==> config.mk <==
export PLATFORM = sky130hd
export DESIGN_NAME = audio_tone_mixer
export DESIGN_NICKNAME = d
export VERILOG_FILES = /design/src/rtl/audio_mix_pkg.sv /design/src/rtl/audio_tone_voice.sv /design/src/rtl/audio_tone_mixer.sv
export SDC_FILE = /design/constraint.sdc
export NUM_CORES = 1
export LEC_CHECK = 0
export CAP_MARGIN = 20
export CORE_ASPECT_RATIO = 0.7
export CORE_MARGIN = 4
export CORE_UTILIZATION = 45
export CTS_CLUSTER_SIZE = 24
export DETAILED_ROUTE_END_ITERATION = 6
export PLACE_DENSITY = 0.73
export SLEW_MARGIN = 20
export SYNTH_ARGS = -nofsm -noshare
export SYNTH_HDL_FRONTEND = slang
export SYNTH_SLANG_ARGS = --single-unit
==> constraint.sdc <==
create_clock -name CLOCK_50 -period 6.1 [get_ports CLOCK_50]
set_input_delay 1.83 -clock CLOCK_50 [delete_from_list [all_inputs] [get_ports CLOCK_50]]
set_output_delay 1.83 -clock CLOCK_50 [all_outputs]
set_load 0.05 [all_outputs]
==> src/rtl/audio_mix_pkg.sv <==
// Shared voice-mode encoding and saturation helpers for the tone mixer.
package audio_mix_pkg;

  typedef enum logic [1:0] {
    MODE_OFF    = 2'b00,
    MODE_SQUARE = 2'b01,
    MODE_PULSE  = 2'b10,
    MODE_RSVD   = 2'b11
  } voice_mode_e;

  localparam int unsigned DEFAULT_AMP = 10000000;

  function automatic longint sat_max(input int unsigned w);
    return (longint'(1) << (w - 1)) - longint'(1);
  endfunction

  function automatic longint sat_min(input int unsigned w);
    return -(longint'(1) << (w - 1));
  endfunction

endpackage

==> src/rtl/audio_tone_voice.sv <==
// One tone voice: half-period counter, 2-bit phase and square/pulse level.
module audio_tone_voice
  import audio_mix_pkg::*;
#(
  parameter int unsigned DATA_W = 32,
  parameter int unsigned DIV_W  = 19,
  parameter int unsigned AMP    = DEFAULT_AMP
) (
  input  logic                     CLOCK_50,
  input  logic                     reset_n,
  input  logic [1:0]               mode,
  input  logic [DIV_W-1:0]         period,
  output logic signed [DATA_W-1:0] level
);

  localparam logic signed [DATA_W-1:0] AmpS = DATA_W'(AMP);

  logic [DIV_W-1:0] cnt_q, cnt_d;
  logic [1:0]       phase_q, phase_d;
  logic             enabled;
  logic             high;

  always_comb begin
    enabled = (mode == MODE_SQUARE) || (mode == MODE_PULSE);
    cnt_d   = cnt_q + DIV_W'(1);
    phase_d = phase_q;
    if (!enabled) begin
      cnt_d   = '0;
      phase_d = '0;
    end else if (cnt_q >= period) begin
      // >= so a period lowered below the running count wraps next clock
      cnt_d   = '0;
      phase_d = phase_q + 2'd1;
    end
  end

  always_comb begin
    high  = (mode == MODE_SQUARE) ? !phase_q[0] : (phase_q == 2'd0);
    level = '0;
    if (enabled) level = high ? AmpS : -AmpS;
  end

  always_ff @(posedge CLOCK_50 or negedge reset_n) begin
    if (!reset_n) begin
      cnt_q   <= '0;
      phase_q <= '0;
    end else begin
      cnt_q   <= cnt_d;
      phase_q <= phase_d;
    end
  end

endmodule

==> src/rtl/audio_tone_mixer.sv <==
// Multi-voice tone generator with saturating stereo mix into a one-entry
// valid/ready output register.
module audio_tone_mixer
  import audio_mix_pkg::*;
#(
  parameter int unsigned DATA_W     = 32,
  parameter int unsigned NUM_VOICES = 4,
  parameter int unsigned DIV_W      = 19,
  parameter int unsigned AMP        = DEFAULT_AMP
) (
  input  logic                          CLOCK_50,
  input  logic                          reset_n,
  input  logic [2*NUM_VOICES-1:0]       voice_mode,
  input  logic [DIV_W*NUM_VOICES-1:0]   voice_period,
  input  logic                          in_valid,
  output logic                          in_ready,
  input  logic signed [DATA_W-1:0]      in_left,
  input  logic signed [DATA_W-1:0]      in_right,
  output logic                          out_valid,
  input  logic                          out_ready,
  output logic signed [DATA_W-1:0]      out_left,
  output logic signed [DATA_W-1:0]      out_right
);

  localparam int unsigned SUM_W = DATA_W + 4;
  localparam logic signed [SUM_W-1:0] SatHi = SUM_W'(sat_max(DATA_W));
  localparam logic signed [SUM_W-1:0] SatLo = SUM_W'(sat_min(DATA_W));

  logic signed [DATA_W-1:0] level [NUM_VOICES];
  logic signed [SUM_W-1:0]  voice_sum, sum_left, sum_right;
  logic                     accept;
  logic                     out_valid_q;
  logic signed [DATA_W-1:0] out_left_q, out_right_q;

  for (genvar i = 0; i < NUM_VOICES; i++) begin : g_voice
    audio_tone_voice #(
      .DATA_W (DATA_W),
      .DIV_W  (DIV_W),
      .AMP    (AMP)
    ) u_voice (
      .CLOCK_50 (CLOCK_50),
      .reset_n  (reset_n),
      .mode     (voice_mode[2*i +: 2]),
      .period   (voice_period[i*DIV_W +: DIV_W]),
      .level    (level[i])
    );
  end

  function automatic logic signed [DATA_W-1:0] saturate(input logic signed [SUM_W-1:0] v);
    if (v > SatHi) return SatHi[DATA_W-1:0];
    if (v < SatLo) return SatLo[DATA_W-1:0];
    return v[DATA_W-1:0];
  endfunction

  always_comb begin
    voice_sum = '0;
    for (int unsigned i = 0; i < NUM_VOICES; i++) begin
      voice_sum = voice_sum + SUM_W'(level[i]);
    end
    sum_left  = SUM_W'(in_left) + voice_sum;
    sum_right = SUM_W'(in_right) + voice_sum;
  end

  assign in_ready = !out_valid_q || out_ready;
  assign accept   = in_valid && in_ready;

  always_ff @(posedge CLOCK_50 or negedge reset_n) begin
    if (!reset_n) begin
      out_valid_q <= 1'b0;
      out_left_q  <= '0;
      out_right_q <= '0;
    end else if (accept) begin
      out_valid_q <= 1'b1;
      out_left_q  <= saturate(sum_left);
      out_right_q <= saturate(sum_right);
    end else if (out_ready) begin
      out_valid_q <= 1'b0;
    end
  end

  assign out_valid = out_valid_q;
  assign out_left  = out_left_q;
  assign out_right = out_right_q;

endmodule

== Word-level counts from Yosys, hierarchy flattened ==
Cells that the tools add are included.

* Word-level logic and storage cells: 108
* Input bits: 152
* Register bits: 149
* Output and inout bits: 66

* Add/sub/neg operators: 13
* Muxes and demuxes: 48
* Reduce and logical (&&, ||, !) cells: 16
* Equality and inequality tests: 12
* Magnitude comparators: 8

{| class="wikitable"
|+ Operators with widths
! cell !! number
|-
| $mux 32 || 16
|-
| $mux 19 || 8
|-
| $add 19x1->19 const B || 4
|-
| $ge 19x19->1 || 4
|-
| $add 32x35->36 || 2
|-
| $gt 36x32->1 const B || 2
|-
| $lt 36x32->1 const B || 2
|-
| $add 34x32->35 || 1
|-
| $add 33x32->34 || 1
|-
| $add 32x32->33 || 1
|-
| $mux 1 || 16
|-
| $mux 2 || 8
|-
| $add 2x1->2 const B || 4
|-
| $eq 2x1->1 const B || 4
|-
| $eq 2x2->1 const B || 4
|-
| $logic_not 2->1 || 4
|-
| $ne 2x2->1 const B || 4
|-
| $logic_not 1->1 || 5
|-
| $logic_or 1x1->1 || 5
|-
| $reduce_bool 2->1 || 1
|-
| $logic_and 1x1->1 || 1
|}

== Logic depth before layout (Yosys ltp) ==
Gate-level depths: netlist of the first run.

* Depth in word-level cells: 15
* Gate-level depth with buffers: 35
* Gate-level depth less buffers: 32

== Modules after synthesis ==
Synthesis of the first run repeated with hierarchy kept, for this count alone.

* Cells, all modules: 1,869
* Area, all modules: 16,166.8 µm²

{| class="wikitable"
|+ By module, submodules not included
! module !! area each (µm²) !! times used !! cells an instance !! sequential area each (µm²)
|-
| audio_tone_mixer || 9,326.4 || 1 || 1,081 || 1,626.6
|-
| audio_tone_voice at g_voice[0].u_voice ... || 1,711.6 || 3 || 197 || 525.5
|-
| audio_tone_voice at g_voice[3].u_voice || 1,705.4 || 1 || 197 || 525.5
|}

== Least setup slack after synthesis of the first run ==
No wires, ideal clock.

* Path kind: in2reg
* Start point: input voice_mode[1]
* End point: register out_left_q[27] (netlist: out_left[27])
* Slack: -1.832 ns
* Stages: 32
* Buffers on the path: 4
* Library setup time: 0.126 ns
* Arrival time: 7.806 ns
* Required time: 5.974 ns
* Path through: inv_1 > ha_1 > nand2b_1 > fa_1 > inv_1 > fa_1 > ha_1 > clkbuf_1 > nor2b_1 > o21ai_1 > a21boi_0 > o21ai_1 > nand2b_1 > a21o_1 > a21oi_1 > o21ai_1 > a221oi_1 > xnor2_1 > ha_1 > buf_2 > a21oi_1 > o211ai_1 > a221oi_2 > nand2_1 > mux2i_1 > a2111oi_4 > and3_1 > o211a_1 > or2_1 > buf_6 > buf_8 > a221o_1

* Word-level cells in the longest chain between the ends: 14
* Elaborated cells on any way between the ends: 20
* Classes of those cells: 4 x add/sub; 2 x order compare; 2 x eq/ne; 11 x mux; 1 x reduce/logical

{| class="wikitable"
|+ Ends and longest elaborated chain
! what !! line !! RTL
|-
| start, declared || audio_tone_mixer.sv:13 || <nowiki>input logic [2*NUM_VOICES-1:0] voice_mode,</nowiki>
|-
| $eq 2x1->1 || audio_tone_voice.sv:24, audio_tone_voice.sv:38 ||
|-
| $mux 1 || audio_tone_voice.sv:38 || <nowiki>high = (mode == MODE_SQUARE) ? !phase_q[0] : (phase_q == 2'd0);</nowiki>
|-
| $mux 32 || audio_tone_voice.sv:40 || <nowiki>if (enabled) level = high ? AmpS : -AmpS;</nowiki>
|-
| $mux 32 (*) || audio_tone_voice.sv:40 ||
|-
| $add 32x32->33 (*) || audio_tone_mixer.sv:58 || <nowiki>voice_sum = voice_sum + SUM_W'(level[i]);</nowiki>
|-
| $add 33x32->34 (*) || audio_tone_mixer.sv:58 ||
|-
| $add 34x32->35 (*) || audio_tone_mixer.sv:58 ||
|-
| $add 32x35->36 (*) || audio_tone_mixer.sv:60 || <nowiki>sum_left = SUM_W'(in_left) + voice_sum;</nowiki>
|-
| $lt 36x32->1 || audio_tone_mixer.sv:51 || <nowiki>if (v < SatLo) return SatLo[DATA_W-1:0];</nowiki>
|-
| $mux 1 (2 in series) || audio_tone_mixer.sv:51 ||
|-
| $mux 1 || audio_tone_mixer.sv:72 || <nowiki>end else if (accept) begin</nowiki>
|-
| $mux 32 || audio_tone_mixer.sv:52 || <nowiki>return v[DATA_W-1:0];</nowiki>
|-
| $mux 32 (*) || audio_tone_mixer.sv:51 ||
|-
| end signal, assigned || audio_tone_mixer.sv:74 || <nowiki>out_left_q <= saturate(sum_left);</nowiki>
|-
| end, declared || audio_tone_mixer.sv:33 || <nowiki>logic signed [DATA_W-1:0] out_left_q, out_right_q;</nowiki>
|}

Every way passes the cells marked *; elsewhere a longest branch is shown, timed or not. The select of a mux whose other input is x is not followed.
A chain may end at the register's enable or synchronous reset.

== Worst setup path in the final report of the first run ==
* Start point: input voice_mode[5]
* End point: register out_left_q[20] (netlist: out_left[20])

* Word-level cells in the longest chain between the ends: 13
* Elaborated cells on any way between the ends: 19
* Classes of those cells: 3 x add/sub; 2 x order compare; 2 x eq/ne; 11 x mux; 1 x reduce/logical

{| class="wikitable"
|+ Ends and longest elaborated chain
! what !! line
|-
| $eq 2x1->1 || audio_tone_voice.sv:24, audio_tone_voice.sv:38
|-
| $mux 1 || audio_tone_voice.sv:38
|-
| $mux 32 || audio_tone_voice.sv:40
|-
| $mux 32 (*) || audio_tone_voice.sv:40
|-
| $add 33x32->34 (*) || audio_tone_mixer.sv:58
|-
| $add 34x32->35 (*) || audio_tone_mixer.sv:58
|-
| $add 32x35->36 (*) || audio_tone_mixer.sv:60
|-
| $lt 36x32->1 || audio_tone_mixer.sv:51
|-
| $mux 1 (2 in series) || audio_tone_mixer.sv:51
|-
| $mux 1 || audio_tone_mixer.sv:72
|-
| $mux 32 || audio_tone_mixer.sv:52
|-
| $mux 32 (*) || audio_tone_mixer.sv:51
|}

Marked as above.

==> run metrics, run 1 <==
status finished with violations; number of flops mapped to enable cells by yosys 0; Mapped Cells 1,431; HPWL after detailed placement 28,490 um; failing checks negative setup slack; worst hold margin 509.1 ps; Worst Path Max Fanout 8; Worst setup EP type flip-flop; Final GP Congestion 0.9804; nets 2,213; Final Hold Fails 0; slew margin rel. 0.4732; placed insts 2,212; Placeable Area 0.02690 mm2; MaxCap Viol Count 0; Post-Synth XOR/XNOR Area 0.09133; Yosys top cell by area dfrtp_1; drc violations 0; unrepaired setup endpoints after global routing true; multiplexer area fraction after synthesis 0.01092; Synth Flop Type dfrtp_1; vias per inst 5.361; DR iter-0 viols 678; TritonCTS Sinks 149; Peak supply drop 0.0003973 V; Synth cell types 75; port buffer count 217; area delta synth->final 48.35%; global-route wire length before repair 59,920 um; Pleak 0.008886 uW; number of I/O pins 218; FP Rows 50; post-DR wirelength/cell 16.84 um; share of post-route cells with drive strength above 1 0.2394; TritonCTS clock tree yes; most used cell, CP buf_4; Final min period 7730 ps; PwrDens 590.4 mW/mm2; share of flip-flops with an asynchronous set or reset 1.000; Adder-Cell Fraction of Synth Area 0.1770; clock-pin slew on the worst setup and hold paths 70 ps; largest net degree at the start of global routing 59; Die X 206.2 um; CP Data Required Time 6410 ps; vias in the first global route 12,085; root buf cell clkbuf_16; Yosys top cell area share 0.3014; max-slew violation count 0; Via Count 12,165; setup slack, reg-to-reg -530 ps; initial antenna violation count 3; sequential fraction of the synthesis area 0.3014; Die ar. 0.03025 mm2; grt ovf 0; worst-skew pair later-pin latency 440 ps; synthesized flop and latch total 149; total CTS buffers 17; f_max 0.1294 GHz; post-synth net total 1,752; WL final 38,210 um; worst hold path type reg -> reg; Die Ht 146.7 um; H-tree levels 4; # setup viols final 64; Clock Skew 13.49 ps; synthesized area per cell 8.645 um2; gr usage total 0.2413; worst setup path class in -> reg; Mapped Area 0.01237 mm2; Final Cycle Share 1.267; Slowest cell on crit path fa_1; initial core utilization 0.4599; Routed Antenna Nets 0; WP data arrival 8040 ps; largest family of logic cells by synthesized area compound AO/OA/AOI/OAI gates; non-filler instance count after layout 2,269; Synth Area in Compound Gates 0.1887; worst stage delay on the critical path 560 ps; Area contributors post-synth dfrtp_1 (30%), ha_1 (16%), nor2_1 (5.3%), xnor2_1 (4.7%), xor2_1 (4.5%); clk buf depth 2; # diodes 0; Worst Tran Pin Value 790.2 ps; synth warn 0; hold buffer count at CTS 0; number of detailed-route iterations in the first pass 5; CP startpoint kind input port; simple-gate area share of the yosys netlist 0.1727; post-route worst setup slack -1630 ps; Layout fillers 2,142
==> cells by family (layout without fill, tap and decap cells) <==
group | Yosys count | count (layout)
fa+ha+maj | 169 | 169
xor+xnor | 129 | 129
simple gates | 457 | 457
mux | 13 | 13
flops | 149 | 149
buf+inv | 176 | 650
compound gates | 338 | 338
==> placed cells by master (no fill, tap or decap), types with 10 or more instances in the layout <==
master,instances
nand2_1,81
and3_1,17
clkbuf_16,21
inv_1,123
o21ai_1,10
nor3_1,15
nand2_4,13
a221o_1,31
nor2_1,169
clkdlybuf4s50_1,210
a21oi_2,34
a21o_1,47
o21ai_0,34
nand3_1,46
a21oi_1,75
ha_1,146
nand2b_1,16
nor2b_1,12
buf_6,13
xor2_1,63
nand4_1,30
dfrtp_1,149
o21a_1,12
xnor2_1,63
buf_4,250
==> area by class of cell <==
type / count / area (um2) / share of cell area
multi-input combinational: 1106 / 8656 / 0.4717
sequential: 149 / 3729 / 0.2032
clock buffer: 18 / 429.2 / 0.02339
tap: 364 / 455.4 / 0.02482
clock inverter: 14 / 157.7 / 0.008591
inverter: 131 / 511.7 / 0.02789
timing repair buffer: 487 / 4413 / 0.2405
==> power by group <==
group	switching [uW]	internal [uW]
Sequential	147	1210
Combinational	4370	4030
Clock	492	582
Total	5010	5830
==> critical path, delay by kind of cell <==
family / cells / cell delay (ps)
adders and majority gates: 5 / 1930
xor gates and xnor gates: 2 / 370
AOI/OAI and AO/OA: 12 / 2270
buffers and inverters: 7 / 880
muxes: 1 / 220
and+or+nand+nor: 4 / 530
==> what timing repair did <==
| item | 4_1_cts | 5_1_grt |
|---|---|---|
| endpoints found under the hold margin | 0 | 0 |
| endpoints found under the setup margin | 64 | 64 |
| pin swaps | 50 | 69 |
| gates cloned | 3 | 6 |
| gates resized for setup | 86 | 88 |
| setup buffers | 11 | 8 |
==> worst paths after layout <==
path / startpoint / to / depth (start not counted)
setup / recovery: voice_mode[5] / out_left[20]$_DFFE_PN0P_ / 31
hold / removal: out_right[31]$_DFFE_PN0P_ / out_right[31]$_DFFE_PN0P_ / 2
setup reg to reg: g_voice[0].u_voice.phase_q[0]$_DFFE_PN0P_ / out_left[20]$_DFFE_PN0P_ / 33
hold reg to reg: out_right[31]$_DFFE_PN0P_ / out_right[31]$_DFFE_PN0P_ / 2
max in group asynchronous: reset_n / out_left[28]$_DFFE_PN0P_ / 2
min in group asynchronous: reset_n / g_voice[1].u_voice.cnt_q[2]$_DFF_PN0_ / 1
==> synthesized netlist by cell type, types with 10 or more instances <==
cell type	number
nand3_1	48
a21oi_1	108
o21ai_0	41
o21ai_1	10
nand2_1	102
nor2b_1	14
fa_1	10
o21a_1	12
inv_1	130
a221o_1	31
ha_1	159
dfrtp_1	149
nand4_1	30
xnor2_1	66
nor2_1	175
buf_2	12
xor2_1	63
nand2b_1	18
nor3_1	16
and3_1	19
clkbuf_1	29
a21o_1	47
==> per-stage QoR <==
step           setup TNS, ps  utilization  total power [uW]  setup slack, ps  area (um2)
2_1_floorplan         -91440            -              5694            -1606       12590
3_5_place_dp         -158940       0.6260              8743            -2592       16840
6_report              -99150       0.6822             10830            -1630       18350
4_1_cts               -86600       0.6629             10170            -1474       17830
3_3_place_gp         -148290       0.6260              8642            -2366       16840
5_1_grt              -112210       0.6822             11570            -1868       18350
==> layer usage <==
metal | track usage | vias to the layer above | wire (um) | share of wire
met1 | 0.3389 | 5810 | 17690 | 0.46
met4 | 0.05020 | 6 | 612 | 0.016
met2 | 0.3890 | 336 | 17650 | 0.46
met5 | 0 | - | 40 | 0.0010
met3 | 0.04832 | 52 | 2217 | 0.058
li1 | - | 5961 | - | -
==> state kept, by name, indices dropped and copies added, names as in the netlist <==
| signal | cells |
|---|---|
| out_left | 32 |
| g_voice.u_voice.phase_q | 8 |
| out_right | 32 |
| g_voice.u_voice.cnt_q | 76 |
| out_valid | 1 |
Power figures use the tool's default switching activity.
==> run 2, diff against run 1 <==
--- a/config.mk
+++ b/config.mk
@@ -6,7 +6,6 @@
 export NUM_CORES = 1
 export LEC_CHECK = 0
 export CAP_MARGIN = 20
-export CORE_ASPECT_RATIO = 0.7
 export CORE_MARGIN = 4
 export CORE_UTILIZATION = 45
 export CTS_CLUSTER_SIZE = 24
==> run 2 against run 1 <==
  * The run still ends with negative setup slack left
  * Sequential power barely moved
  * Power fell by 2.8%
  * Final cell count rose by 0.13%
  * Critical path depth rose by 3
  * Flip-flop and latch count did not move
  * Clock power barely moved
  * Via count fell by 0.53%
  * Register-to-register slack improved by 60 ps
  * Largest power group unchanged
==> run metrics, run 2 (synthesis results as in run 1) <==
vias per inst 5.326 (-0.67%); sequential share of power 0.129 (+0.004); PwrDens 575.0 mW/mm2 (-2.6%); worst-skew pair later-pin latency 430 ps (about the same); Routed Antenna Nets 0 (unchanged); drc violations 0 (unchanged); combinational share of power 0.769 (-0.006); commonest non-fill, non-tap cells in the layout buf_4 (275), clkdlybuf4s50_1 (210), nor2_1 (168); vias in the first global route 12,392 (+2.5%); TritonCTS Sinks 149 (unchanged); family with the most delay on the worst path adder cells; non-filler instance count after layout 2,272 (+0.13%); share of post-route cells with drive strength above 1 0.2338 (-0.005570); WP data arrival 8010 ps (-30 ps); clock-pin slew on the worst setup and hold paths 70 ps (about the same); Die X 173.8 um (-16%); sw frac 0.4510 (-0.01113); WP buf/inv 12 (+5); max-slew violation count 0 (unchanged); port buffer count 217 (unchanged); MaxCap Viol Count 0 (unchanged); unrepaired setup endpoints after global routing true; clk buf depth 2 (unchanged); CP startpoint kind input port; number of detailed-route iterations in the first pass 5 (unchanged); H-tree levels 4 (unchanged); Via Count 12,100 (-0.53%); # setup viols final 64 (unchanged); Clock power frac 0.103 (+0.004); Slowest cell on crit path fa_1; initial core utilization 0.4577 (-0.002129); Layout fillers 2,156 (+0.65%); DR iter-0 viols 704 (+3.8%); Final Hold Fails 0 (unchanged); Power Total 10,530 uW (-2.8%); post-DR wirelength/cell 16.09 um (-4.4%); TritonCTS clock tree yes; gr usage total 0.2352 (-0.006058); WL final 36,560 um (-4.3%); CP Data Required Time 6410 ps (about the same); Power Internal 5782 uW (-0.79%); FP Rows 60 (+20%); number of I/O pins 218 (unchanged); Final min period 7697 ps (-33.89 ps); Critical Path Start voice_mode[1]; failing checks negative setup slack; final design area excluding fillers 0.01831 mm2 (-0.20%); Placeable Area 0.02703 mm2 (+0.47%); root buf cell clkbuf_16; Die ar. 0.03021 mm2 (-0.14%); hold buffer count at CTS 0 (unchanged); initial antenna violation count 2 (-1); worst stage delay on the critical path 560 ps (about the same); min-delay src out_left[10]$_DFFE_PN0P_; Clock Skew 18.24 ps (+4.748 ps); Worst setup EP type flip-flop; f_max 0.1299 GHz (+0.44%); Pleak 0.008903 uW (+0.19%); dpl ws -2535 ps (+57.81 ps); status finished with violations; Die Ht 173.8 um (+18%); commonest non-fill, non-tap cell in the layout buf_4; placed insts 2,209 (-0.14%); Layout Utilization 0.6776 (-0.004547); post-route worst setup slack -1597 ps (+33.89 ps); slew margin rel. 0.3562 (-0.1170); Placed Area 0.01696 mm2 (+0.72%); Final Cycle Share 1.262 (-0.005556); max reg flops 76 (unchanged); largest net degree at the start of global routing 75 (+27%); grt ovf 0 (unchanged); area delta synth->final 48.04%; worst hold path type reg -> reg; most used cell, CP buf_4; RR Startpoint g_voice[2].u_voice.phase_q[0]$_DFFE_PN0P_; Peak supply drop 0.0004484 V (+13%); global-route wire length before repair 59,480 um (-0.73%); Final GP Congestion 0.9509 (-3.0%); P_sw 4750 uW (-5.1%); nets 2,237 (+1.1%); register with the most flip-flops g_voice.u_voice.cnt_q; worst setup path class in -> reg; Worst Path Max Fanout 8 (unchanged); HPWL after detailed placement 28,010 um (-1.7%); total CTS buffers 17 (unchanged); Worst Tran Pin Value 963.3 ps (+173.1 ps)
run 2: changes by cell type in the layout (fill, tap and decap cells not counted), sizes merged:
cell and change:
diode +2, clkinv +1, bufbuf +1, buf +24
clkbuf -2
run 2: power by group through the flow:
stage	Combinational, uW	Clock [uW]	Sequential, uW
6_report	8100	1080	1360
3_3_place_gp	7350	0	1370
2_1_floorplan	3670	0	2020
4_1_cts	7920	1100	1350
5_1_grt	8790	1150	1380
3_5_place_dp	7420	0	1360
run 2: worst paths after layout:
kind                                                   to  slack (ps)  cells past startpoint
worst max register to register   out_left[21]$_DFFE_PN0P_        -470                     35
worst max-delay path             out_left[21]$_DFFE_PN0P_       -1600                     34
worst min-delay path             out_left[10]$_DFFE_PN0P_         510                      1
worst min register to register   out_left[10]$_DFFE_PN0P_         510                      1
max in group asynchronous         out_left[2]$_DFFE_PN0P_        3590                      2
min in group asynchronous       out_right[27]$_DFFE_PN0P_        1430                      1
run 2: metrics by stage:
| step | setup TNS (ps) | hold WS, ps |
|---|---|---|
| final | -94630 | 512.5 |
| after CTS | -90000 | 517.2 |
| after global routing | -110610 | 526.8 |
| after detailed placement | -153870 | 495.6 |
| after floorplan | -91440 | 468.1 |
| after global placement | -148310 | 489.8 |
run 2: repair_timing:
action | in CTS | in global routing
buffers inserted | 18 | 7
endpoints found under the setup margin | 64 | 64
cloned | 4 | 2
pin swaps | 51 | 33
resized for setup | 77 | 44
run 2: final cells by class:
cell class | instances | area, um2 | share of cell area
Antenna cell | 2 | 5.005 | 0.0002733
Tap cell | 341 | 426.7 | 0.02330
Timing Repair Buffer | 511 | 4542 | 0.2480
Inverter | 131 | 506.7 | 0.02767
Clock inverter | 15 | 160.2 | 0.008745
Clock buffer | 17 | 425.4 | 0.02323
Sequential cell | 149 | 3729 | 0.2036
Multi-Input combinational cell | 1106 | 8519 | 0.4652
run 2: layer usage:
metal | track usage | part of all wire | vias up | wire (um)
li1 | - | - | 6005 | -
met1 | 0.2905 | 0.43 | 5732 | 15800
met2 | 0.4224 | 0.51 | 305 | 18490
met3 | 0.03839 | 0.041 | 58 | 1511
met4 | 0.06961 | 0.021 | 0 | 762
met5 | 0 | 0 | - | 0
run 2: worst register-to-register path, delay by kind of cell (launching register included):
kind                       cells  cell delay, ps
muxes                          2             600
and+or+nand+nor                5             520
adders and majority gates      6            1900
xor gates and xnor gates       1             250
AOI/OAI and AO/OA             13            1880
DFF                            1             360
buffers and inverters          8             940
